--- src/rtl/fifo_fwft_stream_adapter.sv ---
// First-word-fall-through adapter behind a synchronous FIFO read port.
// A head register plus one skid register turn the rd_en/registered-data port into a valid/ready stream.
module fifo_fwft_stream_adapter #(
    parameter int P_DATA_WIDTH = 4
) (
    input  logic                    i_clk,
    input  logic                    i_rst,
    output logic                    o_fifo_rd_en,
    input  logic [P_DATA_WIDTH-1:0] i_fifo_rdata,
    input  logic                    i_fifo_rempty,
    output logic                    o_valid,
    input  logic                    i_ready,
    output logic [P_DATA_WIDTH-1:0] o_data,
    output logic [1:0]              o_level
);

    typedef enum logic [1:0] {
        ST_EMPTY = 2'd0,
        ST_HEAD  = 2'd1,
        ST_FULL  = 2'd2
    } state_t;

    state_t                  state_reg, state_next;
    logic                    infl_reg;
    logic [P_DATA_WIDTH-1:0] head_reg, head_next;
    logic [P_DATA_WIDTH-1:0] skid_reg, skid_next;
    logic                    xfer;
    logic [2:0]              commit;

    assign o_valid = (state_reg != ST_EMPTY);
    assign o_data  = head_reg;
    assign o_level = state_reg;
    assign xfer    = o_valid && i_ready;

    // Words held plus the one in flight, minus the one leaving: a new read may only
    // be issued if that total leaves room for it, so the skid can never overflow.
    assign commit       = {1'b0, state_reg} + {2'b00, infl_reg} - {2'b00, xfer};
    assign o_fifo_rd_en = i_rst && !i_fifo_rempty && (commit < 3'd2);

    always_comb begin
        state_next = state_reg;
        head_next  = head_reg;
        skid_next  = skid_reg;
        case (state_reg)
            ST_EMPTY: begin
                if (infl_reg) begin
                    head_next  = i_fifo_rdata;
                    state_next = ST_HEAD;
                end
            end
            ST_HEAD: begin
                if (xfer && infl_reg) begin
                    head_next = i_fifo_rdata;
                end else if (xfer) begin
                    state_next = ST_EMPTY;
                end else if (infl_reg) begin
                    skid_next  = i_fifo_rdata;
                    state_next = ST_FULL;
                end
            end
            ST_FULL: begin
                if (xfer) begin
                    head_next = skid_reg;
                    if (infl_reg) begin
                        skid_next = i_fifo_rdata;
                    end else begin
                        state_next = ST_HEAD;
                    end
                end
            end
            default: begin
                state_next = ST_EMPTY;
            end
        endcase
    end

    always_ff @(posedge i_clk) begin
        if (!i_rst) begin
            state_reg <= ST_EMPTY;
            infl_reg  <= 1'b0;
            head_reg  <= '0;
            skid_reg  <= '0;
        end else begin
            state_reg <= state_next;
            infl_reg  <= o_fifo_rd_en;
            head_reg  <= head_next;
            skid_reg  <= skid_next;
        end
    end

    // With both slots full and no word leaving, no read may be arriving.
    a_no_overflow: assert property (@(posedge i_clk) disable iff (!i_rst)
        !(state_reg == ST_FULL && infl_reg && !xfer));

endmodule

--- config.mk ---
export PLATFORM = sky130hd
export DESIGN_NAME = fifo_fwft_stream_adapter
export DESIGN_NICKNAME = d
export VERILOG_FILES = /design/src/rtl/fifo_fwft_stream_adapter.sv
export SDC_FILE = /design/constraint.sdc
export NUM_CORES = 1
export LEC_CHECK = 0
export BUFFER_PORTS_ARGS = -buffer_cell sky130_fd_sc_hd__buf_2
export CORE_AREA = 5 5 53 55
export CTS_CLUSTER_SIZE = 14
export DETAILED_ROUTE_END_ITERATION = 10
export DIE_AREA = 0 0 58 60
export PLACE_DENSITY = 0.52
export SYNTH_ARGS = -nofsm -noshare
export SYNTH_HDL_FRONTEND = slang
export SYNTH_SLANG_ARGS = --single-unit
--- constraint.sdc ---
create_clock -name i_clk -period 2.6 [get_ports i_clk]
set_input_delay 0.26 -clock i_clk [delete_from_list [all_inputs] [get_ports i_clk]]
set_output_delay 0.26 -clock i_clk [all_outputs]
set_load 0.02 [all_outputs]
==> reports/results.ini, run 1 <==
[pwr]
seqPwrFrac=0.459
comb_power_share=0.268
internal_power_uw=292
p_sw_frac=0.308
ir_drop_v=0.000257
p_sw_uw=130
p_leak_nw=0.344
power.density_mw_per_mm2=568
power_frac_clock=0.273

[finish]
regArea_um2=221
final_util=0.317
syn_to_final_growth_pct=16.7
multi_input_area_um2=368
num_antenna_cells=0
nFillCells=261
nNetsFinal=93
fin_area_um2=743
drive_gt1_frac=0.305

[synth]
syn_area_per_cell_um2=9.65
syn_nets=76
ys_top_cells_by_count=11 x dfxtp_1, 11 x nand2_1, 8 x a211oi_1, 8 x mux2i_1, 3 x buf_6
synth_top_flop_cell=dfxtp_1
netlist_instances=66
ys_types=25
synthArstFlopShare=0
ys_warn_count=0
yosysTopAreaCellShare=0.346
ys_seq_elements=11
netlist_area_um2=637
synth.area.top_cells=dfxtp_1 35%, mux2i_1 13%, a211oi_1 9.4%
synth_seq_area_share=0.346
synth.largest_area_cell=dfxtp_1
synth_edf_count=0

[floorplanning]
die_x_um=58
start_util=0.272
core_area_mm2=0.00234
die_h_um=60
rows=18
dieArea_mm2=0.00348
io_pins=16

[timing]
slew_headroom=0.797
tightest_slew_ns=0.304
fin_crit_sh=0.886
worst_slack_ns=0.296
rsz0062_at_grt=false
finalSetupTns_ns=0
setup_viol=0
fin_crit_ns=2.30
slew_viol_final=0
max_freq_mhz=434
hold_viol_final=0
fin_skew_ns=0.00295

[placed_design]
place_ws_ns=0.473
place_area_um2=716
gp_congestion=0.715
hpwlAfterDp_um=943
io_buffers=15

[hold_path]
min_path_type=input pin to register
whs_path_depth=2

[setup_path]
r2r_cells=7
crit_path_cell_trace=or2_2 -> nand2_1 -> ha_1 -> nand2_1 -> fa_1 -> xor2_1 -> nor3_1 -> buf_2
critPathMaxStageDelay_ns=0.39
crit_type=register to output port
path_max_fanout=9
critPathCaptureType=output port
cpMostUsedCell=nand2_1
slowest_stage=dfxtp_2
startpoint_type=register
critPathArrivalTime_ns=2.04
cp_data_required_time_ns=2.34

[cts]
cts_tree=done
root_buffer=clkbuf_4
cts.hold.buffers_added=0
cts_made_buffers=3
htree_levels=1
clkSinkCount=11
clk_path_buf_depth=2
cts.clk_slew.worst_paths_ns=0.07
clk_latency_ns=0.26

[run]
drv_cap=0

[route]
vias=504
detail_route.wl_per_cell_um=10.8
drt_iter0_markers=11
wirelength_mm=1.21
final_antenna_net_count=0
drt_first_pass_iters=4
route.detailed.drc=0
vias_per_cell=4.50

[global_route]
grt_max_degree=11
grt_pass1_wl_mm=2.17
grt_overflow=0
grt_pass1_vias=523
antenna_found_initial=0
grt_use_total=0.0821

[run_status]
status=finished clean

-- routing by layer --
metal	share of wire	routed length (um)	GRT usage	vias up
met5	0	0	0	-
met3	0.038	46	0.0151	2
met1	0.46	557	0.0948	229
li1	-	-	-	267
met2	0.49	594	0.135	6
met4	0.0083	10	0.0596	0
-- repair_timing --
item	4_1_cts	5_1_grt
setup buffers	0	0
setup endpoints to repair	0	1
endpoints found under the hold margin	0	0
gates resized for setup	0	1
-- final timing paths --
check / startpoint / to / slack, ns
min reg2reg: skid_reg[2]$_SDFFE_PN0P_ / skid_reg[2]$_SDFFE_PN0P_ / 0.46
max: o_level[0]$_SDFFE_PN0P_ / o_fifo_rd_en / 0.30
max reg2reg: o_level[0]$_SDFFE_PN0P_ / infl_reg$_SDFF_PN0_ / 0.92
min: i_fifo_rempty / infl_reg$_SDFF_PN0_ / 0.17
-- worst max-delay path, delay by kind of cell (launching register included) --
kind                     cells  cell delay (ns)
adder cells (fa/ha/maj)      2             0.64
AND/OR/NAND/NOR              4             0.40
flip-flops                   1             0.39
buffers and inverters        1             0.18
XOR/XNOR                     1             0.16
-- through the flow --
stage | hold slack, ns | power, mW | std cells
2_1_floorplan | 0.338 | 0.280 | 66
3_3_place_gp | 0.442 | 0.310 | 108
3_5_place_dp | 0.448 | 0.312 | 108
4_1_cts | 0.156 | 0.431 | 112
5_1_grt | 0.150 | 0.457 | 112
6_report | 0.166 | 0.422 | 112
-- layout make-up --
| type | count | area share |
|---|---|---|
| Timing Repair Buffer | 16 | 0.111 |
| Multi-Input combinational cell | 49 | 0.495 |
| Inverter | 2 | 0.0101 |
| Tap cell | 30 | 0.0505 |
| Clock buffer | 4 | 0.0354 |
| Sequential cell | 11 | 0.298 |
-- power groups by stage --
stage	Clock [mW]	Combinational (mW)	Sequential, mW
2_1_floorplan	0	0.0712	0.209
3_3_place_gp	0	0.114	0.197
3_5_place_dp	0	0.114	0.198
4_1_cts	0.123	0.115	0.194
5_1_grt	0.133	0.127	0.197
6_report	0.115	0.113	0.194
-- placed cells by master (no fill, tap or decap), drive strengths merged, types with 2 or more instances in the layout --
cell type and instances:
dfxtp 11, and3b 2, or2 2, nor3 2, buf 16, nand2 11
inv 2, clkbuf 4, a211oi 8, mux2i 8, nand2b 2
-- cells by family after synthesis --
logic type                 synth area share
and+or+nand+nor                       0.198
AOI/OAI and AO/OA                     0.189
DFF                                   0.346
muxes                                 0.126
buffers and inverters                0.0766
adders and majority gates            0.0511
xor gates and xnor gates             0.0138
No activity file was read; power rests on OpenSTA's default activity.
==> run 2, diff against run 1 <==
--- a/config.mk
+++ b/config.mk
@@ -11,6 +11,7 @@
 export DETAILED_ROUTE_END_ITERATION = 10
 export DIE_AREA = 0 0 58 60
 export PLACE_DENSITY = 0.52
+export REMOVE_ABC_BUFFERS = 1
 export SYNTH_ARGS = -nofsm -noshare
 export SYNTH_HDL_FRONTEND = slang
 export SYNTH_SLANG_ARGS = --single-unit
==> run 2 against run 1 <==
Register-to-register slack better by 0.04 ns; clock skew down 0.00094 ns; total power up 0.87%; clock power about the same; die area unchanged; sequential share of layout area down 0.42 points; wire length up 2.3%; flip-flop and latch count unchanged; via count unchanged; critical path depth unchanged; maximum frequency down 0.47%; sequential power down 2%; largest cell class unchanged; highest routed layer is now met3.
==> reports/results.ini, run 2 (synthesis gave the netlist of run 1 again) <==
[timing]
slew_headroom=0.813
tightest_slew_ns=0.281
fin_skew_ns=0.00202
hold_viol_final=0
max_freq_mhz=432
fin_crit_ns=2.32
fin_crit_sh=0.890
slew_viol_final=0
worst_slack_ns=0.285
rsz0062_at_grt=false
setup_viol=0
finalSetupTns_ns=0

[global_route]
grt_max_degree=11
grt_use_total=0.0807
met3_usage=0.0259
grt_overflow=0
met1_usage=0.0988
grt_pass1_wl_mm=2.09
top_usage_layer=met2
grt_use_met2=0.123
grt_pass1_vias=497
antenna_found_initial=0

[cts]
clkSinkCount=11
cts.clk_slew.worst_paths_ns=0.07
cts_setup_buffers=0
cts.hold.buffers_added=0
clk_latency_ns=0.26
clk_path_buf_depth=2
cts_resized=0
htree_levels=1
root_buffer=clkbuf_4
cts_tree=done
cts_made_buffers=3

[pwr]
p_sw_uw=132
internal_power_uw=294
power.density_mw_per_mm2=568
p_leak_nw=0.349
comb_power_share=0.280
power_frac_clock=0.274
seqPwrFrac=0.446
p_sw_frac=0.310
ir_drop_v=0.000269

[finish]
syn_to_final_growth_pct=17.7
final_cell_mix=15 x buf_2, 11 x nand2_1, 11 x dfxtp_1
num_antenna_cells=0
fin_area_um2=749
nFillCells=280
layout_commonest_cell=buf_2
drive_gt1_frac=0.301
regArea_um2=220
nNetsFinal=94
multi_input_area_um2=368

[setup_path]
crit_type=register to output port
startpoint_type=register
cp_data_required_time_ns=2.34
critPathCaptureType=output port
critPathArrivalTime_ns=2.06
path_max_fanout=3
r2r_cells=7

[placed_design]
place_area_um2=723
place_ws_ns=0.569
gp_congestion=0.690
io_buffers=15
hpwlAfterDp_um=971

[hold_path]
whs_path_depth=2
min_path_type=input pin to register

[run_status]
status=finished clean

[run]
drv_cap=0

[floorplanning]
io_pins=16
start_util=0.272
die_x_um=58
dieArea_mm2=0.00348
core_area_mm2=0.00234
rows=18
die_h_um=60

[route]
wirelength_mm=1.24
final_antenna_net_count=0
vias_per_cell=4.46
drt_iter0_markers=2
detail_route.wl_per_cell_um=10.9
route.detailed.drc=0
drt_first_pass_iters=5
vias=504

==> run 2: final cells by class <==
cell class / count / share of cell area
clock buffers: 4 / 0.0351
inverters: 2 / 0.0100
multi-input cells: 49 / 0.491
repair buffers: 17 / 0.120
flip-flops and latches: 11 / 0.294
well taps: 30 / 0.0501
==> run 2: worst max-delay path: stages, from the launching register on <==
cell and delay [ns]:
dfxtp_1 0.31, or2_2 0.31, nand2_1 0.08, ha_1 0.11
nand2_1 0.06, fa_1 0.37, xor2_1 0.16, nor3_1 0.19
buf_2 0.20
==> run 2: path summary, 6_finish.rpt <==
check                                start  slack (ns)                        to
setup / recovery   o_level[1]$_SDFFE_PN0P_        0.28              o_fifo_rd_en
hold / removal               i_fifo_rempty        0.17       infl_reg$_SDFF_PN0_
setup reg to reg   o_level[1]$_SDFFE_PN0P_        0.96       infl_reg$_SDFF_PN0_
hold reg to reg   skid_reg[2]$_SDFFE_PN0P_        0.45  skid_reg[2]$_SDFFE_PN0P_
==> run 2: metal layers <==
metal	vias to the layer above	wire length (um)	share of wire
met3	0	51	0.041
met1	230	595	0.48
met4	0	0	0
met2	7	589	0.48
li1	267	-	-
met5	-	0	0
==> run 2: power by group through the flow <==
stage / Sequential, mW / Clock, mW / Combinational [mW]
5_1_grt: 0.192 / 0.138 / 0.135
3_5_place_dp: 0.195 / 0 / 0.121
4_1_cts: 0.190 / 0.126 / 0.121
3_3_place_gp: 0.194 / 0 / 0.120
6_report: 0.190 / 0.117 / 0.119
2_1_floorplan: 0.209 / 0 / 0.0659
==> run 2: metrics by stage <==
step / hold slack, ns / instances / power [mW] / utilization
finish: 0.166 / 113 / 0.426 / 0.320
detailed placement: 0.447 / 109 / 0.315 / 0.309
floorplan: 0.338 / 62 / 0.275 / -
CTS: 0.153 / 113 / 0.438 / 0.320
global placement: 0.443 / 109 / 0.314 / 0.309
global route: 0.146 / 113 / 0.465 / 0.320
